$ cat src/rtl/alu_issue_ctrl.sv
// Issue sequencer for the 20-bit combinational ALU: regfile, Z/N/C status, and
// the multi-step ops the ALU lacks. Define ALU_OP_COUNT_EN to build the op counter.
module alu_issue_ctrl #(
  parameter int DATA_W = 20,
  parameter int OP_W   = 14,
  parameter int NREGS  = 8,
  parameter int ADDR_W = 3
) (
  input  logic              clk,
  input  logic              rst_n,
  input  logic              req_valid,
  output logic              req_ready,
  input  logic [OP_W-1:0]   req_op,
  input  logic [ADDR_W-1:0] req_rd,
  input  logic [ADDR_W-1:0] req_ra,
  input  logic [ADDR_W-1:0] req_rb,
  output logic              rsp_valid,
  output logic [DATA_W-1:0] rsp_result,
  output logic              rsp_err,
  output logic [OP_W-1:0]   alu_instruction,
  output logic [DATA_W-1:0] alu_a,
  output logic [DATA_W-1:0] alu_b,
  input  logic [DATA_W-1:0] alu_result,
  input  logic              alu_carry_out,
  output logic              flag_z,
  output logic              flag_n,
  output logic              flag_c,
  input  logic              host_we,
  input  logic [ADDR_W-1:0] host_addr,
  input  logic [DATA_W-1:0] host_wdata,
  input  logic [ADDR_W-1:0] dbg_addr,
  output logic [DATA_W-1:0] dbg_data,
  output logic [15:0]       op_count
);
  localparam logic [OP_W-1:0] OP_NOT = 'h0A7, OP_OR = 'h0D1, OP_AND = 'h0BC, OP_XOR = 'h0E6,
    OP_SHR = 'h0FB, OP_SHL = 'h110, OP_ROR = 'h125, OP_ROL = 'h13A, OP_SWAP = 'h14F,
    OP_INC = 'h164, OP_DEC = 'h179, OP_ADD = 'h18E, OP_ADDC = 'h1A3, OP_SUB = 'h1B8,
    OP_SUBC = 'h1CD, OP_EQ = 'h1E2, OP_GT = 'h1F7, OP_LT = 'h20C, OP_GET = 'h221, OP_LET = 'h236;

  typedef enum logic [1:0] {S_IDLE, S_EXEC, S_WB, S_WB2} state_t;

  state_t              state_q, state_d;
  logic [OP_W-1:0]     op_q;
  logic [ADDR_W-1:0]   rd_q, ra_q, rb_q;
  logic [DATA_W-1:0]   opa_q, opb_q, res_q;
  logic                carry_q;
  logic [DATA_W-1:0]   regs_q [NREGS];
  logic                z_q, n_q, c_q, z_d, n_d, c_d;

  logic                is_wr, is_cmp, is_swap, is_carry, is_incdec, is_legal;
  logic                wb_we;
  logic [ADDR_W-1:0]   wb_addr;
  logic [DATA_W-1:0]   wb_data;

  always_comb begin
    is_wr = 1'b0; is_cmp = 1'b0; is_swap = 1'b0; is_carry = 1'b0; is_incdec = 1'b0;
    case (op_q)
      OP_NOT, OP_OR, OP_AND, OP_XOR, OP_SHR, OP_SHL, OP_ROR, OP_ROL,
      OP_ADD, OP_SUB:                        is_wr = 1'b1;
      OP_ADDC, OP_SUBC:                      begin is_wr = 1'b1; is_carry = 1'b1; end
      OP_INC, OP_DEC:                        begin is_wr = 1'b1; is_incdec = 1'b1; end
      OP_EQ, OP_GT, OP_LT, OP_GET, OP_LET:   is_cmp = 1'b1;
      OP_SWAP:                               is_swap = 1'b1;
      default: ;
    endcase
    is_legal = is_wr | is_cmp | is_swap;
  end

  always_comb begin
    state_d = state_q;
    req_ready = 1'b0; rsp_valid = 1'b0; rsp_result = '0; rsp_err = 1'b0;
    alu_instruction = '0; alu_a = '0; alu_b = '0;
    wb_we = 1'b0; wb_addr = rd_q; wb_data = res_q;
    z_d = z_q; n_d = n_q; c_d = c_q;
    case (state_q)
      S_IDLE: begin
        req_ready = 1'b1;
        if (req_valid) state_d = S_EXEC;
      end
      S_EXEC: begin
        alu_a = opa_q;
        alu_b = is_incdec ? {{(DATA_W-1){1'b0}}, 1'b1} : opb_q;
        if (op_q == OP_INC)                 alu_instruction = OP_ADD;
        else if (op_q == OP_DEC || is_cmp)  alu_instruction = OP_SUB;
        else if (is_wr)                     alu_instruction = op_q;
        state_d = S_WB;
      end
      S_WB: begin
        if (is_swap) begin
          wb_we = 1'b1; wb_addr = ra_q; wb_data = opb_q;
          state_d = S_WB2;
        end else begin
          rsp_valid  = 1'b1;
          rsp_result = is_wr ? res_q : '0;
          rsp_err    = ~is_legal;
          wb_we      = is_wr;
          if (is_carry) c_d = carry_q;
          // Compares judge the latched operands directly; the ALU SUB output is unused.
          case (op_q)
            OP_EQ:  z_d = (opa_q == opb_q);
            OP_GT:  n_d = (opa_q > opb_q);
            OP_LT:  n_d = (opa_q < opb_q);
            OP_GET: begin z_d = (opa_q >= opb_q); n_d = ~(opa_q >= opb_q); end
            OP_LET: begin z_d = (opa_q <= opb_q); n_d = (opa_q <= opb_q); end
            default: ;
          endcase
          state_d = S_IDLE;
        end
      end
      S_WB2: begin
        wb_we = 1'b1; wb_addr = rb_q; wb_data = opa_q;
        rsp_valid = 1'b1; rsp_result = opa_q;
        state_d = S_IDLE;
      end
      default: state_d = S_IDLE;
    endcase
  end

  always_ff @(posedge clk) begin
    if (!rst_n) begin
      state_q <= S_IDLE;
      op_q <= '0; rd_q <= '0; ra_q <= '0; rb_q <= '0;
      opa_q <= '0; opb_q <= '0; res_q <= '0; carry_q <= 1'b0;
      z_q <= 1'b0; n_q <= 1'b0; c_q <= 1'b0;
    end else begin
      state_q <= state_d;
      z_q <= z_d; n_q <= n_d; c_q <= c_d;
      if (state_q == S_IDLE && req_valid) begin
        op_q <= req_op; rd_q <= req_rd; ra_q <= req_ra; rb_q <= req_rb;
        opa_q <= regs_q[req_ra]; opb_q <= regs_q[req_rb];
      end
      if (state_q == S_EXEC) begin
        res_q <= alu_result;
        if (is_carry) carry_q <= alu_carry_out;
      end
    end
  end

  // Write-back beats a same-address host write in the same cycle.
  always_ff @(posedge clk) begin
    for (int i = 0; i < NREGS; i++) begin
      if (!rst_n)                                    regs_q[i] <= '0;
      else if (wb_we && wb_addr == ADDR_W'(i))       regs_q[i] <= wb_data;
      else if (host_we && host_addr == ADDR_W'(i))   regs_q[i] <= host_wdata;
    end
  end

  assign dbg_data = regs_q[dbg_addr];
  assign flag_z = z_q;
  assign flag_n = n_q;
  assign flag_c = c_q;

`ifdef ALU_OP_COUNT_EN
  logic [15:0] cnt_q;
  always_ff @(posedge clk) begin
    if (!rst_n) cnt_q <= '0;
    else if (rsp_valid && !rsp_err && cnt_q != 16'hFFFF) cnt_q <= cnt_q + 16'd1;
  end
  assign op_count = cnt_q;
`else
  assign op_count = '0;
`endif
endmodule
$ cat config.mk
export PLATFORM = sky130hd
export DESIGN_NAME = alu_issue_ctrl
export DESIGN_NICKNAME = d
export VERILOG_FILES = /design/src/rtl/alu_issue_ctrl.sv
export SDC_FILE = /design/constraint.sdc
export NUM_CORES = 1
export LEC_CHECK = 0
export BUFFER_PORTS_ARGS = -buffer_cell sky130_fd_sc_hd__buf_2
export CAP_MARGIN = 20
export CELL_PAD_IN_SITES_DETAIL_PLACEMENT = 0
export CELL_PAD_IN_SITES_GLOBAL_PLACEMENT = 1
export CORE_UTILIZATION = 35
export CTS_CLUSTER_DIAMETER = 60
export DETAILED_ROUTE_END_ITERATION = 7
export PLACE_DENSITY = 0.61
export SLEW_MARGIN = 40
export SYNTH_ARGS = -nofsm -noshare
export SYNTH_HDL_FRONTEND = slang
export SYNTH_SLANG_ARGS = --single-unit
$ cat constraint.sdc
create_clock -name clk -period 5.55 [get_ports clk]
set_input_delay 0.8325 -clock clk [delete_from_list [all_inputs] [get_ports clk]]
set_output_delay 0.8325 -clock clk [all_outputs]
set_load 0.02 [all_outputs]
==> reports/results.md <==
| Result | Reported |
| --- | --- |
| Pin count of the biggest net entering global routing | 88 |
| Number of pins with negative max-slew slack in the final report | 0 |
| Total negative slack for setup checks | 0 ns |
| Max IR drop VDD | 0.000187 V |
| Placed inst area | 17,400 um^2 |
| Number of standard cells after synthesis | 1,471 |
| Vias in the first global route | 12,700 |
| Detailed-router iteration count before antenna repair | 8 |
| Number of DRC markers in iteration 0 | 1,276 |
| DRC violations left | 0 |
| Lkg Pwr | 6.74 nW |
| CTS clock-pin slew for the worst setup and hold paths | 0.06 ns |
| Final critical delay including setup and external delays | 4.24 ns |
| Post-CTS Hold Buffers | 0 |
| Proportion of synthesized chip area in sequential cells | 0.407 |
| Sequential Area | 6590 um^2 |
| Average cell area after synthesis | 11.0 um^2 |
| Final setup slack of the worst path | 1.31 ns |
| Synth warn | 0 |
| PD cells | 286 nW/um^2 |
| Commonest non-fill, non-tap cells in the layout | buf_2, edfxtp_1, nand2_1 |
| Clock Path Buffers | 3 |
| Area added between synthesis and finish | 14.6% |
| Outcome | completed |
| Total Wirelength | 57,800 um |
| Setup repair after global routing missed its margin | false |
| Global-route wire length before repair | 84,500 um |
| Ys flop type | edfxtp_1 |
| Hold violation total from the final report | 0 |
| CP Max Fanout | 20 |
| Commonest non-fill, non-tap cell in the layout | buf_2 |
| Total die area | 47,100 um^2 |
| Vertical die dimension | 217 um |
| Dpl ws | 1.43 ns |
| Number of gates resized after CTS | 0 |
| Net total in the final layout | 1,656 |
| Floorplan core area | 45,500 um^2 |
| Final-layout fill cell count | 4,470 |
| Clk root buf | clkbuf_16 |
| Actual slew at the worst max-slew pin | 0.880 ns |
| Area of all placed cells without fillers | 18,600 um^2 |
| Quantity of I/O buffers inserted on ports | 168 |
| Number of max-cap violations | 0 |
| Antenna violations before repair | 1 |
| Upper clock frequency limit | 0.236 GHz |
| Arrival time at the worst endpoint | 3.41 ns |
| Required time at the endpoint of the critical path | 4.72 ns |
| Worst setup skew after layout | 0.0249 ns |
| CP Class | reg2out |
| Initial standard-cell utilization of the core | 0.356 |
| Register bit total from synthesis | 249 |
| I/O pin count | 190 |
| Gr usage total | 0.243 |
| Share of synthesized registers carrying an async set or reset | 0 |
| Overflow left after global routing | 0 |
| H-Tree Level Count | 2 |
| Number of setup buffers added after CTS | 0 |
| Number of nets still failing antenna checks after routing | 0 |
| Final setup vio count | 0 |
| DP Wirelength | 38,800 um |
| # rows | 78 |
| Startpoint class of the critical path | register |
| Worst setup EP type | output port |
| Number of flops mapped to enable cells by yosys | 160 |
| Routed via count divided by cell count | 6.01 |
| Number of library cell types mapped by synthesis | 71 |
| CTS tree | done |
| Antenna diodes | 0 |
| Clock insertion delay at the later pin of the skew report | 0.55 ns |
| Fraction of final layout cells with drive strength greater than 1 | 0.313 |
| Total via count in the routed design | 13,200 |
| TritonCTS Buffers | 34 |
| Horizontal extent of the die | 217 um |
| Relative max-transition margin | 0.414 |
| Wirelength per Cell | 26.4 um |
| Worst min-delay path class | reg2reg |
| Final estimated routing congestion in global placement | 0.844 |
| Combined area of all synthesized cells | 16,200 um^2 |
| Final worst-path cycle share | 0.765 |
| Number of clock sinks seen by CTS | 249 |
| Area of combinational cells with multiple inputs | 8810 um^2 |
[metal layers]
layer  track usage  share of wire  vias to the layer above
met3        0.0450          0.084                      105
li1              -              -                     5834
met2         0.386           0.46                      651
met4        0.0692          0.024                        2
met5             0        0.00017                        -
met1         0.338           0.44                     6567
[per-stage QoR]
| stage | total power, W | cells | utilization | hold slack, ns |
|---|---|---|---|---|
| 2_1_floorplan | 0.00278 | 1491 | - | 0.437 |
| 3_3_place_gp | 0.00306 | 2121 | 0.379 | 0.452 |
| 3_5_place_dp | 0.00308 | 2126 | 0.382 | 0.451 |
| 4_1_cts | 0.00534 | 2188 | 0.408 | 0.464 |
| 5_1_grt | 0.00550 | 2188 | 0.408 | 0.474 |
| 6_report | 0.00531 | 2188 | 0.408 | 0.468 |
[kinds of logic (layout without fill, tap and decap cells)]
group,Yosys count,after routing,synth area share
flip-flops,249,249,0.407
adder cells (fa/ha/maj),20,20,0.0154
AO/OA/AOI/OAI,338,338,0.143
multiplexers,224,224,0.245
AND/OR/NAND/NOR,434,434,0.129
buffers and inverters,205,302,0.0603
other,1,21,0.000232
[worst max-delay path, cell delays in order (launching register included)]
cell and delay, ns:
dfxtp_1 0.68, or4b_2 0.65, o22a_1 0.24, nor2_1 0.28, or3_1 0.20, nor2_1 0.05, nor2_1 0.10, buf_4 0.29
a22o_1 0.21, buf_2 0.17
[cells in the mapped netlist (3+ instances only)]
library cell,count,share of area
a211oi_1,40,0.019
a21oi_1,84,0.026
a22o_1,25,0.014
a22oi_1,5,0.0023
a31o_2,8,0.0043
a32o_1,3,0.0019
and2_1,31,0.012
and3_1,5,0.0019
and4_1,5,0.0027
and4b_1,3,0.0019
buf_1,29,0.0067
buf_2,24,0.0074
buf_4,24,0.011
buf_6,7,0.0049
clkbuf_1,76,0.018
dfxtp_1,89,0.11
edfxtp_1,160,0.30
ha_1,20,0.015
inv_1,42,0.0097
mux2_2,21,0.015
mux2_4,40,0.037
mux2i_1,43,0.027
mux4_2,120,0.17
nand2_1,151,0.035
nand2b_1,3,0.0012
nand3_1,19,0.0059
nand3b_1,6,0.0028
nand4_1,5,0.0019
nor2_1,122,0.028
nor2b_1,7,0.0027
nor3_1,43,0.013
nor4_1,3,0.0012
nor4bb_1,3,0.0019
o211ai_1,5,0.0023
o21ai_0,13,0.0040
o22ai_1,116,0.045
o22ai_2,20,0.015
or3_1,4,0.0015
or4_1,3,0.0014
[power breakdown]
part / switching, W / internal [W] / leakage (nW)
logic: 0.000516 / 0.000334 / 3.82
registers: 0.000115 / 0.00208 / 2.36
clock network: 0.000900 / 0.00136 / 0.563
[final timing paths]
kind              startpoint             to  slack [ns]  cells past startpoint
setup / recovery     op_q[5]  rsp_result[6]        1.31                      9
hold / removal       carry_q        carry_q        0.47                      2
hold reg to reg      carry_q        carry_q        0.47                      2
setup reg to reg     op_q[5]  regs_q[4][13]        1.40                      7
[sequential cells by signal, indices dropped and copies added, names as in the netlist, 3 cells and up]
signal  cells
regs_q    160
opa_q      20
opb_q      20
res_q      20
op_q       14
ra_q        3
rb_q        3
rd_q        3
[final cells by class]
cell class              instances  area share
clock buffers                  40      0.0482
clock inverters                22      0.0138
inverters                      42     0.00856
multi-input cells            1037       0.475
flip-flops and latches        249       0.355
well taps                     600      0.0404
repair buffers                198      0.0593
(Power assumes the default switching activity.)
